$ cat src/rtl/credit_bank_control.sv
// credit_bank_control: per-target credit values with hit capture, per-frame commit, cooldown, optional all-lit bonus.
// Latency: number is 1 cycle after pixelCreditIndex; commit, scorePulse and bonusPulse land 1 cycle after startOfFrame.
// Backpressure: none; the block accepts every pixel and frame pulse, and its outputs are pulses and levels with no handshake.
//
// Ports:
//   clk, resetN           - clock, asynchronous active-low reset
//   startOfFrame          - one-cycle frame pulse; commits pending hits and steps the cooldowns
//   pixelOnCredit         - the scan is over some credit
//   pixelCreditIndex      - index of that credit; only meaningful while pixelOnCredit is high
//   collisionBallCredit   - the ball overlaps the credit at this pixel
//   number                - registered value of the credit under the scan (0 for an out-of-range index)
//   scorePulse/scoreCount - commit event and the number of targets committed (count holds between pulses)
//   bonusActive/blink     - bonus flash level and flash phase
//   bonusPulse            - one-cycle pulse when the bonus flash completes
// Build option: define CREDIT_BONUS_EN to include the all-lit bonus FSM; otherwise the bonus outputs are tied low.
module credit_bank_control #(
  parameter int NUM_CREDITS        = 4,
  parameter int MAX_VALUE          = 9,
  parameter int COOLDOWN_FRAMES    = 30,
  parameter int BONUS_FLASH_FRAMES = 64,
  parameter int IDX_W              = (NUM_CREDITS > 1) ? $clog2(NUM_CREDITS) : 1
) (
  input  logic             clk,
  input  logic             resetN,
  input  logic             startOfFrame,
  input  logic             pixelOnCredit,
  input  logic [IDX_W-1:0] pixelCreditIndex,
  input  logic             collisionBallCredit,
  output logic [3:0]       number,
  output logic             scorePulse,
  output logic [IDX_W:0]   scoreCount,
  output logic             bonusActive,
  output logic             blink,
  output logic             bonusPulse
);

  localparam logic [3:0] MAX_V  = 4'(MAX_VALUE);
  localparam logic [7:0] COOL_V = 8'(COOLDOWN_FRAMES);

  logic [3:0]             value     [NUM_CREDITS];
  logic [3:0]             value_nxt [NUM_CREDITS];
  logic [7:0]             cool      [NUM_CREDITS];
  logic [7:0]             cool_nxt  [NUM_CREDITS];
  logic [NUM_CREDITS-1:0] pend;
  logic [NUM_CREDITS-1:0] pend_nxt;
  logic [NUM_CREDITS-1:0] commit;
  logic [IDX_W:0]         commit_cnt;
  logic [3:0]             number_nxt;
  logic                   hit;
  logic                   idle;
  logic                   in_clear;
  logic                   go_flash;

  // Frame-boundary step: commit pending targets, then age the rest.
  always_comb begin
    commit     = '0;
    commit_cnt = '0;
    number_nxt = '0;
    for (int i = 0; i < NUM_CREDITS; i++) begin
      commit[i]    = idle && startOfFrame && pend[i];
      value_nxt[i] = value[i];
      cool_nxt[i]  = cool[i];
      if (commit[i]) begin
        value_nxt[i] = (value[i] >= MAX_V) ? MAX_V : value[i] + 4'd1;
        cool_nxt[i]  = COOL_V;
      end else if (startOfFrame && (cool[i] != 8'd0)) begin
        cool_nxt[i] = cool[i] - 8'd1;
      end
      commit_cnt = commit_cnt + (IDX_W+1)'(commit[i]);
      // Indices at or beyond NUM_CREDITS never match, leaving number at 0.
      if (pixelCreditIndex == IDX_W'(i)) number_nxt = value[i];
    end
  end

  // Capture is judged against the post-commit state, so a hit coinciding
  // with startOfFrame lands in the new frame (and respects a freshly
  // loaded cooldown or a flash that is just starting).
  always_comb begin
    hit      = pixelOnCredit && collisionBallCredit;
    pend_nxt = pend;
    for (int i = 0; i < NUM_CREDITS; i++) begin
      if (commit[i] || !idle) pend_nxt[i] = 1'b0;
    end
    if (hit && idle && !go_flash) begin
      for (int i = 0; i < NUM_CREDITS; i++) begin
        if ((pixelCreditIndex == IDX_W'(i)) && (cool_nxt[i] == 8'd0)) pend_nxt[i] = 1'b1;
      end
    end
  end

  always_ff @(posedge clk or negedge resetN) begin
    if (!resetN) begin
      for (int i = 0; i < NUM_CREDITS; i++) begin
        value[i] <= '0;
        cool[i]  <= '0;
      end
      pend       <= '0;
      number     <= '0;
      scorePulse <= 1'b0;
      scoreCount <= '0;
    end else begin
      for (int i = 0; i < NUM_CREDITS; i++) begin
        value[i] <= in_clear ? 4'd0 : value_nxt[i];
        cool[i]  <= in_clear ? 8'd0 : cool_nxt[i];
      end
      pend       <= in_clear ? '0 : pend_nxt;
      number     <= number_nxt;
      scorePulse <= |commit;
      if (|commit) scoreCount <= commit_cnt;
    end
  end

`ifdef CREDIT_BONUS_EN
  typedef enum logic [1:0] {S_IDLE, S_FLASH, S_CLEAR} state_t;

  localparam logic [7:0] FLASH_V = 8'(BONUS_FLASH_FRAMES);

  state_t     state;
  logic [7:0] fcnt;
  logic       all_max;

  always_comb begin
    all_max = 1'b1;
    for (int i = 0; i < NUM_CREDITS; i++) begin
      if (value_nxt[i] != MAX_V) all_max = 1'b0;
    end
  end

  assign idle     = (state == S_IDLE);
  assign in_clear = (state == S_CLEAR);
  // Only a commit can complete the set, so the bonus starts on a commit frame.
  assign go_flash = idle && (|commit) && all_max;

  // bonusActive/blink follow the state one cycle late; bonusPulse is raised
  // on the edge that enters CLEAR so it coincides with the CLEAR cycle.
  always_ff @(posedge clk or negedge resetN) begin
    if (!resetN) begin
      state       <= S_IDLE;
      fcnt        <= '0;
      bonusActive <= 1'b0;
      blink       <= 1'b0;
      bonusPulse  <= 1'b0;
    end else begin
      bonusPulse  <= 1'b0;
      bonusActive <= (state == S_FLASH);
      blink       <= (state == S_FLASH) && fcnt[3];
      case (state)
        S_IDLE: begin
          if (go_flash) begin
            state <= S_FLASH;
            fcnt  <= FLASH_V;
          end
        end
        S_FLASH: begin
          if (startOfFrame) begin
            fcnt <= fcnt - 8'd1;
            if (fcnt == 8'd1) begin
              state      <= S_CLEAR;
              bonusPulse <= 1'b1;
            end
          end
        end
        S_CLEAR: state <= S_IDLE;
        default: state <= S_IDLE;
      endcase
    end
  end
`else
  assign idle        = 1'b1;
  assign in_clear    = 1'b0;
  assign go_flash    = 1'b0;
  assign bonusActive = 1'b0;
  assign blink       = 1'b0;
  assign bonusPulse  = 1'b0;
`endif

endmodule

$ cat config.mk
export PLATFORM = sky130hd
export DESIGN_NAME = credit_bank_control
export DESIGN_NICKNAME = d
export VERILOG_FILES = /design/src/rtl/credit_bank_control.sv
export SDC_FILE = /design/constraint.sdc
export NUM_CORES = 1
export LEC_CHECK = 0
export BUFFER_PORTS_ARGS = -buffer_cell sky130_fd_sc_hd__buf_4
export CAP_MARGIN = 5
export CELL_PAD_IN_SITES_DETAIL_PLACEMENT = 1
export CELL_PAD_IN_SITES_GLOBAL_PLACEMENT = 1
export CORE_ASPECT_RATIO = 1.75
export CORE_MARGIN = 1
export CORE_UTILIZATION = 50
export DETAILED_ROUTE_END_ITERATION = 12
export PLACE_DENSITY_LB_ADDON = 0.12
export SETUP_SLACK_MARGIN = 0.05
export SYNTH_ARGS = -nofsm -noshare
export SYNTH_HDL_FRONTEND = slang
export SYNTH_SLANG_ARGS = --single-unit
$ cat constraint.sdc
create_clock -name clk -period 3.35 [get_ports clk]
set_input_delay 0.5025 -clock clk [delete_from_list [all_inputs] [get_ports clk]]
set_output_delay 0.5025 -clock clk [all_outputs]
set_load 0.02 [all_outputs]
==> run_results.csv, run 1 <==
group,metric,value,unit
outcome,status,"complete, no violations",
die,die_h,113,um
global_routing,antenna_found_initial,0,
die,rows,40,
yosys,synth_edf_count,0,
clock_tree,cts_buffers,9,
die,dieArea,0.00737,mm^2
timing,fmax,403,MHz
pwr,power,2.63,mW
timing,worst_clock_skew,0.00541,ns
cells_and_area,drive_above_1_share,14.2,%
clock_tree,cts_tree,"yes",
placed_design,portBuffers,14,
yosys,ys_ff_latch,60,
setup_path,rrSetupSlack,0.87,ns
clock_tree,clock-sinks,60,
setup_path,crit_type,"reg -> reg",
cells_and_area,n_antenna_cell,0,
setup_path,critPathArrivalTime,2.69,ns
worst_hold_path,min_path_type,"in -> async",
cells_and_area,fin_util,57.6,%
global_routing,grt_pass1_vias,3082,
timing,post-route-period-util,74.0,%
pwr,power_density,672,mW/mm^2
die,io_pins,18,
clock_tree,cts_setup_buffers,0,
clock_tree,path_clk_slew,0.05,ns
setup_path,rr_startpoint,"cool[0]",
yosys,syn_area_per_cell,9.80,um^2
cells_and_area,final_common_cell,"dfrtp_1",
placed_design,dpl_cell_area,0.00363,mm^2
drt,wl_per_cell,19.6,um
drt,drt_first_pass_iters,5,
cells_and_area,syn_to_final_growth,11.7,%
timing,rsz0062_at_grt,"no",
setup_path,crit_path_start_kind,"flip-flop",
setup_path,cp_max_fo,6,
die,core_area,0.00681,mm^2
yosys,yosys_warnings,0,
timing,fin_tns_setup,0,ns
global_routing,grt_max_degree,61,
clock_tree,htree_levels,3,
clock_tree,clockRootBuffer,"clkbuf_16",
run,max-cap-violations,0,
placed_design,dp_hpwl,6320,um
pwr,peakVddDrop,0.379,mV
drt,vias_per_cell,6.23,
timing,drv_slew,0,
clock_tree,hold_buffers,0,
die,start_util,51.5,%
yosys,synth_cell_types,66,
timing,maxSlewHeadroom,47.9,%
global_routing,grt_overflow,0,
setup_path,required,3.56,ns
setup_path,endpoint_kind,"flip-flop",
timing,tightest_slew,0.782,ns
drt,ant_nets,0,
drt,wirelength,9000,um
yosys,synth_area,0.00351,mm^2
timing,period_minus_slack,2.48,ns
die,fp.dieW,65.3,um
pwr,cellLeakagePower,1.74,nW
yosys,async_flop_share,100,%
cells_and_area,nets,397,
clock_tree,ctsResizeCount,0,
yosys,ys_seq_area_share,42.8,%
timing,final_hold_viol_count,0,
timing,setup_violations,0,
yosys,synth-main-ff-cell,"dfrtp_1",
global_routing,groute.usage.overall,27.4,%
clock_tree,worst_skew_pair.late_latency,0.33,ns
setup_path,r2r_cells,8,
drt,drc,0,
yosys,syn_inst,358,
setup_path,worst_r2r_endpoint,"pend[3]",
drt,vias,2853,
cells_and_area,final_area,0.00392,mm^2
cells_and_area,final_cell_mix,"60 x dfrtp_1, 30 x nor2_1, 29 x nand2_1",
drt,drt_iter0_markers,129,
clock_tree,clock_path_buffers,2,
placed_design,gp_congestion,0.809,
global_routing,grt_pass1_wl,15300,um
-- cell type report --
class,instances,area (um^2)
Multi-Input combinational cell,257,1820
Clock buffer,12,267
Clock inverter,4,22.5
Inverter,27,101
Timing Repair Buffer,14,105
Fill cell,771,2890
Sequential cell,60,1500
Tap cell,84,105
-- layer usage --
metal	wire, um	up-vias	global-route usage (%)
met5	0	-	0
met4	223	0	11.7
met3	236	16	5.14
met2	4930	47	47.5
met1	3610	1459	32.2
li1	-	1331	-
-- sequential cells by signal, summed over array words and instances, names as in the netlist --
| register | cells |
|---|---|
| cool | 32 |
| pend | 4 |
| scoreCount | 3 |
| value | 16 |
| scorePulse | 1 |
| number | 4 |
-- through the flow --
stage / std cells / hold WS (ns) / setup slack, ns
finish: 458 / 0.235 / 0.870
global placement: 442 / 0.482 / 0.641
detailed placement: 442 / 0.494 / 0.599
CTS: 458 / 0.275 / 0.864
global route: 458 / 0.296 / 0.669
floorplan: 360 / 0.207 / 0.845
-- worst max-delay path by stage --
| stage | start | end | slack, ns | cells past startpoint |
|---|---|---|---|---|
| CTS | cool[0] | pend[3] | 0.86 | 8 |
| finish | cool[0] | pend[3] | 0.87 | 8 |
| detailed placement | startOfFrame | scoreCount[1] | 0.60 | 8 |
| global placement | startOfFrame | scoreCount[1] | 0.64 | 8 |
| floorplan | startOfFrame | scoreCount[1] | 0.84 | 9 |
| global route | cool[0] | pend[3] | 0.67 | 8 |
-- cells in the mapped netlist, types with 6 or more instances --
cell / n / share of area, %
a21oi_1: 19 / 2.7
clkbuf_1: 8 / 0.86
dfrtp_1: 60 / 43
ha_1: 20 / 7.1
inv_1: 27 / 2.9
nand2_1: 29 / 3.1
nand3_1: 6 / 0.86
nor2_1: 30 / 3.2
nor3_1: 11 / 1.6
nor4_1: 7 / 1.2
o21ai_0: 19 / 2.7
o31ai_1: 6 / 1.3
-- where the power goes --
group,internal [mW],switching [mW],total (mW)
clock network,0.556,0.324,0.880
logic,0.274,0.371,0.645
registers,0.882,0.225,1.11
total,1.71,0.919,2.63
-- kinds of logic after synthesis --
| logic type | count (synthesis) | synth area share [%] |
|---|---|---|
| compound gates | 87 | 17.0 |
| xor+xnor | 2 | 0.499 |
| fa+ha+maj | 21 | 7.70 |
| buf+inv | 43 | 5.63 |
| flops | 60 | 42.8 |
| mux | 12 | 4.99 |
| other cells | 1 | 0.107 |
| simple gates | 132 | 21.3 |
-- critical path, stage by stage (launching register included) --
cell      delay (ns)
dfrtp_1         0.41
inv_1           0.12
ha_1            0.19
nor4b_1         0.56
and2_1          0.38
nor4b_1         0.09
a221oi_1        0.31
nor3_1          0.10
a22o_1          0.20
(Power assumes the default switching activity.)
==> inputs of run 2 (changes only) <==
--- a/config.mk
+++ b/config.mk
@@ -5,13 +5,14 @@
 export SDC_FILE = /design/constraint.sdc
 export NUM_CORES = 1
 export LEC_CHECK = 0
+export ABC_AREA = 1
 export BUFFER_PORTS_ARGS = -buffer_cell sky130_fd_sc_hd__buf_4
 export CAP_MARGIN = 5
 export CELL_PAD_IN_SITES_DETAIL_PLACEMENT = 1
 export CELL_PAD_IN_SITES_GLOBAL_PLACEMENT = 1
 export CORE_ASPECT_RATIO = 1.75
 export CORE_MARGIN = 1
-export CORE_UTILIZATION = 50
+export CORE_UTILIZATION = 46
 export DETAILED_ROUTE_END_ITERATION = 12
 export PLACE_DENSITY_LB_ADDON = 0.12
 export SETUP_SLACK_MARGIN = 0.05
==> constraint.sdc (replaced) <==
create_clock -name clk -period 2.49 [get_ports clk]
set_input_delay 0.3735 -clock clk [delete_from_list [all_inputs] [get_ports clk]]
set_output_delay 0.3735 -clock clk [all_outputs]
set_load 0.02 [all_outputs]
==> run_results.csv, run 2 <==
group,metric,value,unit
outcome,status,"complete, no violations",
drt,vias_per_cell,5.39,
cells_and_area,regMostFlops,"cool",
yosys,ys_seq_area_share,40.6,%
timing,period_minus_slack,2.02,ns
cells_and_area,drive_above_1_share,8.73,%
global_routing,grt_max_degree,61,
clock_tree,clock-sinks,60,
timing,setup_slack,0.469,ns
drt,drc,0,
cells_and_area,syn_to_final_growth,13.8,%
setup_path,crit_path_start_kind,"flip-flop",
cells_and_area,n_antenna_cell,0,
pwr,cellLeakagePower,2.35,nW
placed_design,dp_hpwl,7240,um
cells_and_area,final_cell_mix,"156 x nand2_1, 73 x inv_1, 60 x dfrtp_1",
die,core_area,0.00767,mm^2
die,rows,42,
timing,tightest_slew,0.802,ns
clock_tree,htree_levels,3,
run,max-cap-violations,0,
clock_tree,hold_buffers,0,
setup_path,crit_type,"reg -> reg",
setup_path,cp_max_fo,7,
yosys,async_flop_share,100,%
global_routing,grt_pass1_vias,3683,
yosys,syn_area_per_cell,7.42,um^2
clock_tree,clock_path_buffers,2,
timing,setup_violations,0,
clock_tree,cts_buffers,9,
pwr,power_density,1200,mW/mm^2
setup_path,critPathArrivalTime,2.29,ns
worst_hold_path,min_path_type,"in -> async",
yosys,synth_cell_types,31,
yosys,syn_inst,498,
clock_tree,cts_setup_buffers,0,
placed_design,pre_cts_slack,0.421,ns
drt,wirelength,9960,um
yosys,yosys_warnings,0,
cells_and_area,nets,550,
cells_and_area,regArea,0.00150,mm^2
timing,final_hold_viol_count,0,
drt,ant_nets,0,
cells_and_area,largest_reg_flops,32,
clock_tree,ctsResizeCount,0,
placed_design,portBuffers,14,
cells_and_area,reg.largest.list,"cool: 32 flops, value: 16 flops",
global_routing,grt_overflow,0,
global_routing,groute.usage.overall,25.8,%
yosys,netlist.area_leader.share,40.6,%
clock_tree,worst_skew_pair.late_latency,0.33,ns
clock_tree,cts_tree,"yes",
timing,fmax,495,MHz
cells_and_area,fillers,1005,
die,io_pins,18,
global_routing,antenna_found_initial,0,
yosys,synth_common_cells,"156 x nand2_1, 73 x inv_1, 60 x dfrtp_1",
setup_path,required,2.76,ns
timing,post-route-period-util,81.2,%
yosys,synth_area,0.00370,mm^2
yosys,synth_top_cell_by_area,"dfrtp_1",
global_routing,grt_pass1_wl,17000,um
drt,wl_per_cell,16.2,um
setup_path,rrSetupSlack,0.47,ns
drt,drt_iter0_markers,206,
yosys,synth_edf_count,0,
setup_path,endpoint_kind,"flip-flop",
yosys,synth-main-ff-cell,"dfrtp_1",
yosys,synth_area_leaders,"dfrtp_1 41%, nand2_1 16%, inv_1 7.4%",
timing,maxSlewHeadroom,46.5,%
die,start_util,48.2,%
die,fp.dieW,69.8,um
pwr,peakVddDrop,0.580,mV
placed_design,gp_congestion,0.849,
drt,vias,3315,
timing,fin_tns_setup,0,ns
clock_tree,clockRootBuffer,"clkbuf_16",
die,dieArea,0.00841,mm^2
timing,worst_clock_skew,0.00625,ns
cells_and_area,final_common_cell,"nand2_1",
yosys,synth.most_common_cell,"nand2_1",
timing,rsz0062_at_grt,"no",
clock_tree,path_clk_slew,0.05,ns
yosys,ys_ff_latch,60,
die,die_h,121,um
drt,drt_first_pass_iters,4,
timing,drv_slew,0,
cells_and_area,multi_input_area,0.00185,mm^2
-- run 2: path summary, 6_finish.rpt --
check	from	endpoint	cells past startpoint
setup / recovery	cool[16]	pend[1]	10
hold / removal	resetN	value[1]	1
setup reg to reg	cool[16]	pend[1]	10
hold reg to reg	value[3]	value[3]	2
max in group asynchronous	resetN	value[4]	1
min in group clk	pixelCreditIndex[1]	number[2]	3
-- run 2: routing by layer --
metal	share of wire [%]	track usage [%]	vias to the layer above
li1	-	-	1614
met1	39	26.3	1646
met2	57	50.6	34
met3	2.1	4.08	21
met4	2.5	10.6	0
met5	0	0	-
-- run 2: area by class of cell --
type                       count  share of cell area [%]
clock buffer                  11                    5.77
clock inverter                 5                    1.78
inverter                      76                    6.78
multi-input combinational    356                    44.0
sequential                    60                    35.7
tap                           88                    2.62
timing repair buffer          19                    3.39
-- run 2: worst max-delay path, cell delays in order (launching register included) --
cell and delay, ns:
dfrtp_1 0.37, inv_1 0.13, ha_1 0.32, nand2_1 0.13, o21ai_2 0.33, nand2_1 0.09
nand3_1 0.11, nand2_1 0.08, nor3_1 0.20, nand3_1 0.13, nand2_1 0.09
-- run 2: where the power goes --
| part | internal [mW] | switching, mW | total (mW) |
|---|---|---|---|
| registers | 1.30 | 0.330 | 1.63 |
| logic | 0.731 | 1.33 | 2.06 |
| clock network | 0.897 | 0.446 | 1.34 |
| total | 2.93 | 2.11 | 5.04 |
-- run 2: cells by family (layout without fill, tap and decap cells) --
logic type | after synthesis | in the layout | share of synthesized area [%]
and+or+nand+nor | 262 | 262 | 29.8
buffers and inverters | 84 | 111 | 9.54
DFF | 60 | 60 | 40.6
AOI/OAI and AO/OA | 56 | 56 | 9.07
adders and majority gates | 21 | 21 | 7.31
xor gates and xnor gates | 11 | 11 | 2.61
muxes | 3 | 3 | 0.914
other | 1 | 3 | 0.101
-- run 2: per-stage QoR --
stage          hold WS, ns  total power, mW  std cells  instance area, um^2  utilization (%)
2_1_floorplan       0.0779             3.10        500                 3700                -
3_3_place_gp         0.446             3.55        599                 3890             50.7
3_5_place_dp         0.460             3.68        599                 3890             50.7
4_1_cts              0.155             5.09        615                 4210             54.8
5_1_grt              0.210             5.45        615                 4210             54.8
6_report            0.0992             5.04        615                 4210             54.8
==> inputs of run 3 (changes only) <==
==> constraint.sdc (replaced) <==
create_clock -name clk -period 1.9 [get_ports clk]
set_input_delay 0.285 -clock clk [delete_from_list [all_inputs] [get_ports clk]]
set_output_delay 0.285 -clock clk [all_outputs]
set_load 0.02 [all_outputs]
==> run_results.csv, run 3 (same netlist as run 2, synthesis figures left out) <==
group,metric,value,unit
pwr,power.switching,2.92,mW
cells_and_area,n_antenna_cell,0,
clock_tree,clock-sinks,60,
run,max-cap-violations,0,
pwr,power,6.97,mW
timing,fmax,546,MHz
pwr,power_density,1560,mW/mm^2
timing,setup_violations,0,
drt,drc,0,
timing,final_hold_viol_count,0,
outcome,status,"complete, no violations",
pwr,comb_power_share,43.5,%
setup_path,cp_max_fo,7,
clock_tree,clock_path_buffers,2,
setup_path,endpoint_kind,"flip-flop",
cells_and_area,largest_reg_flops,32,
setup_path,required,2.16,ns
global_routing,grt_max_degree,35,
die,rows,42,
placed_design,dp_hpwl,7300,um
drt,wl_per_cell,16.7,um
cells_and_area,reg.largest.list,"cool: 32 flops, value: 16 flops",
clock_tree,worst_skew_pair.late_latency,0.33,ns
die,core_area,0.00767,mm^2
clock_tree,htree_levels,3,
pwr,cellLeakagePower,2.46,nW
pwr,peakVddDrop,0.879,mV
cells_and_area,final_common_cell,"nand2_1",
die,dieArea,0.00841,mm^2
pwr,clkPwrFrac,25.3,%
drt,drt_iter0_markers,89,
timing,rsz0062_at_grt,"yes",
timing,post-route-period-util,96.4,%
timing,drv_slew,0,
clock_tree,path_clk_slew,0.05,ns
timing,worst_clock_skew,0.00274,ns
timing,tightest_slew,0.574,ns
clock_tree,clockRootBuffer,"clkbuf_16",
placed_design,pre_cts_slack,-0.0468,ns
drt,drt_first_pass_iters,4,
pwr,intPower,4.05,mW
setup_path,crit_path_start_kind,"flip-flop",
pwr,p_sw_share,41.9,%
clock_tree,cts_buffers,9,
global_routing,grt_pass1_wl,17100,um
worst_hold_path,min_path_type,"in -> reg",
setup_path,crit_type,"reg -> reg",
die,io_pins,18,
drt,vias,3408,
drt,vias_per_cell,5.36,
cells_and_area,drive_above_1_share,14.6,%
timing,maxSlewHeadroom,61.7,%
timing,period_minus_slack,1.83,ns
die,start_util,48.2,%
placed_design,gp_congestion,0.770,
timing,setup_slack,0.0683,ns
global_routing,antenna_found_initial,0,
global_routing,groute.usage.overall,26.2,%
cells_and_area,regMostFlops,"cool",
drt,ant_nets,0,
die,die_h,121,um
clock_tree,cts_tree,"yes",
setup_path,critPathArrivalTime,2.09,ns
global_routing,grt_overflow,0,
die,fp.dieW,69.8,um
placed_design,portBuffers,14,
cells_and_area,nets,571,
cells_and_area,syn_to_final_growth,21.0,%
global_routing,grt_pass1_vias,3701,
cells_and_area,final_cell_mix,"154 x nand2_1, 70 x inv_1, 60 x dfrtp_1",
pwr,p_seq_share,31.2,%
drt,wirelength,10600,um
-- run 3: cell count changes in the layout (fill, tap and decap cells not counted), sizes merged --
cell	before	now
dlygate4sd3	0	1
clkinvlp	0	1
clkinv	4	2
buf	19	39
clkbuf	11	12
-- run 3: final cells by class --
| type | instances | area (um^2) |
|---|---|---|
| Clock buffer | 12 | 246 |
| Clock inverter | 4 | 72.6 |
| Fill cell | 983 | 3200 |
| Inverter | 76 | 285 |
| Multi-Input combinational cell | 356 | 1940 |
| Sequential cell | 60 | 1500 |
| Tap cell | 88 | 110 |
| Timing Repair Buffer | 40 | 315 |
-- run 3: power by group through the flow --
stage	Sequential, mW	Combinational [mW]	Clock [mW]
after floorplan	2.05	2.02	0
after global placement	2.14	2.66	0
after detailed placement	2.16	2.81	0
after CTS	2.15	2.94	1.78
after global routing	2.24	3.44	1.84
final	2.18	3.03	1.76
-- run 3: per-stage QoR --
step | hold WS, ns | setup TNS [ns] | area [um^2] | std cells | util (%)
4_1_cts | 0.373 | 0 | 4370 | 630 | 57.0
6_report | 0.384 | 0 | 4470 | 636 | 58.3
5_1_grt | 0.399 | 0 | 4470 | 636 | 58.3
3_3_place_gp | 0.259 | -0.00489 | 4030 | 613 | 52.5
3_5_place_dp | 0.270 | -0.0468 | 4030 | 613 | 52.5
2_1_floorplan | -0.0106 | 0 | 3730 | 500 | -
-- run 3: final timing paths --
kind / startpoint / endpoint / slack, ns / cells past startpoint
min: pixelCreditIndex[1] / number[1] / 0.38 / 3
max: cool[18] / pend[1] / 0.07 / 9
min reg2reg: value[3] / value[3] / 0.49 / 2
min in group asynchronous: resetN / cool[7] / 0.45 / 2
max in group asynchronous: resetN / cool[16] / 0.95 / 3
max reg2reg: cool[18] / pend[1] / 0.07 / 9
-- run 3: timing repair --
| item | 4_1_cts | 5_1_grt |
|---|---|---|
| endpoints found under the setup margin | 3 | 7 |
| hold buffers | 1 | 0 |
| gates resized for setup | 4 | 17 |
| setup buffers | 0 | 6 |
| pin swaps | 0 | 6 |
| endpoints found under the hold margin | 33 | 0 |
-- run 3: worst max-delay path: stages, from the launching register on --
cell and delay (ns):
dfrtp_1 0.44, nor2_2 0.19, nand2_1 0.13, o21ai_4 0.27, nand2_1 0.08, nand3_1 0.13, nand2_1 0.11, nor3_2 0.17
nand3_1 0.13, nand2_1 0.10
-- run 3: metal layers --
layer | wire length, um | global-route usage, % | vias up
li1 | - | - | 1650
met1 | 3940 | 25.9 | 1688
met2 | 6070 | 50.8 | 41
met3 | 189 | 4.92 | 29
met4 | 397 | 12.8 | 0
met5 | 0 | 0 | -
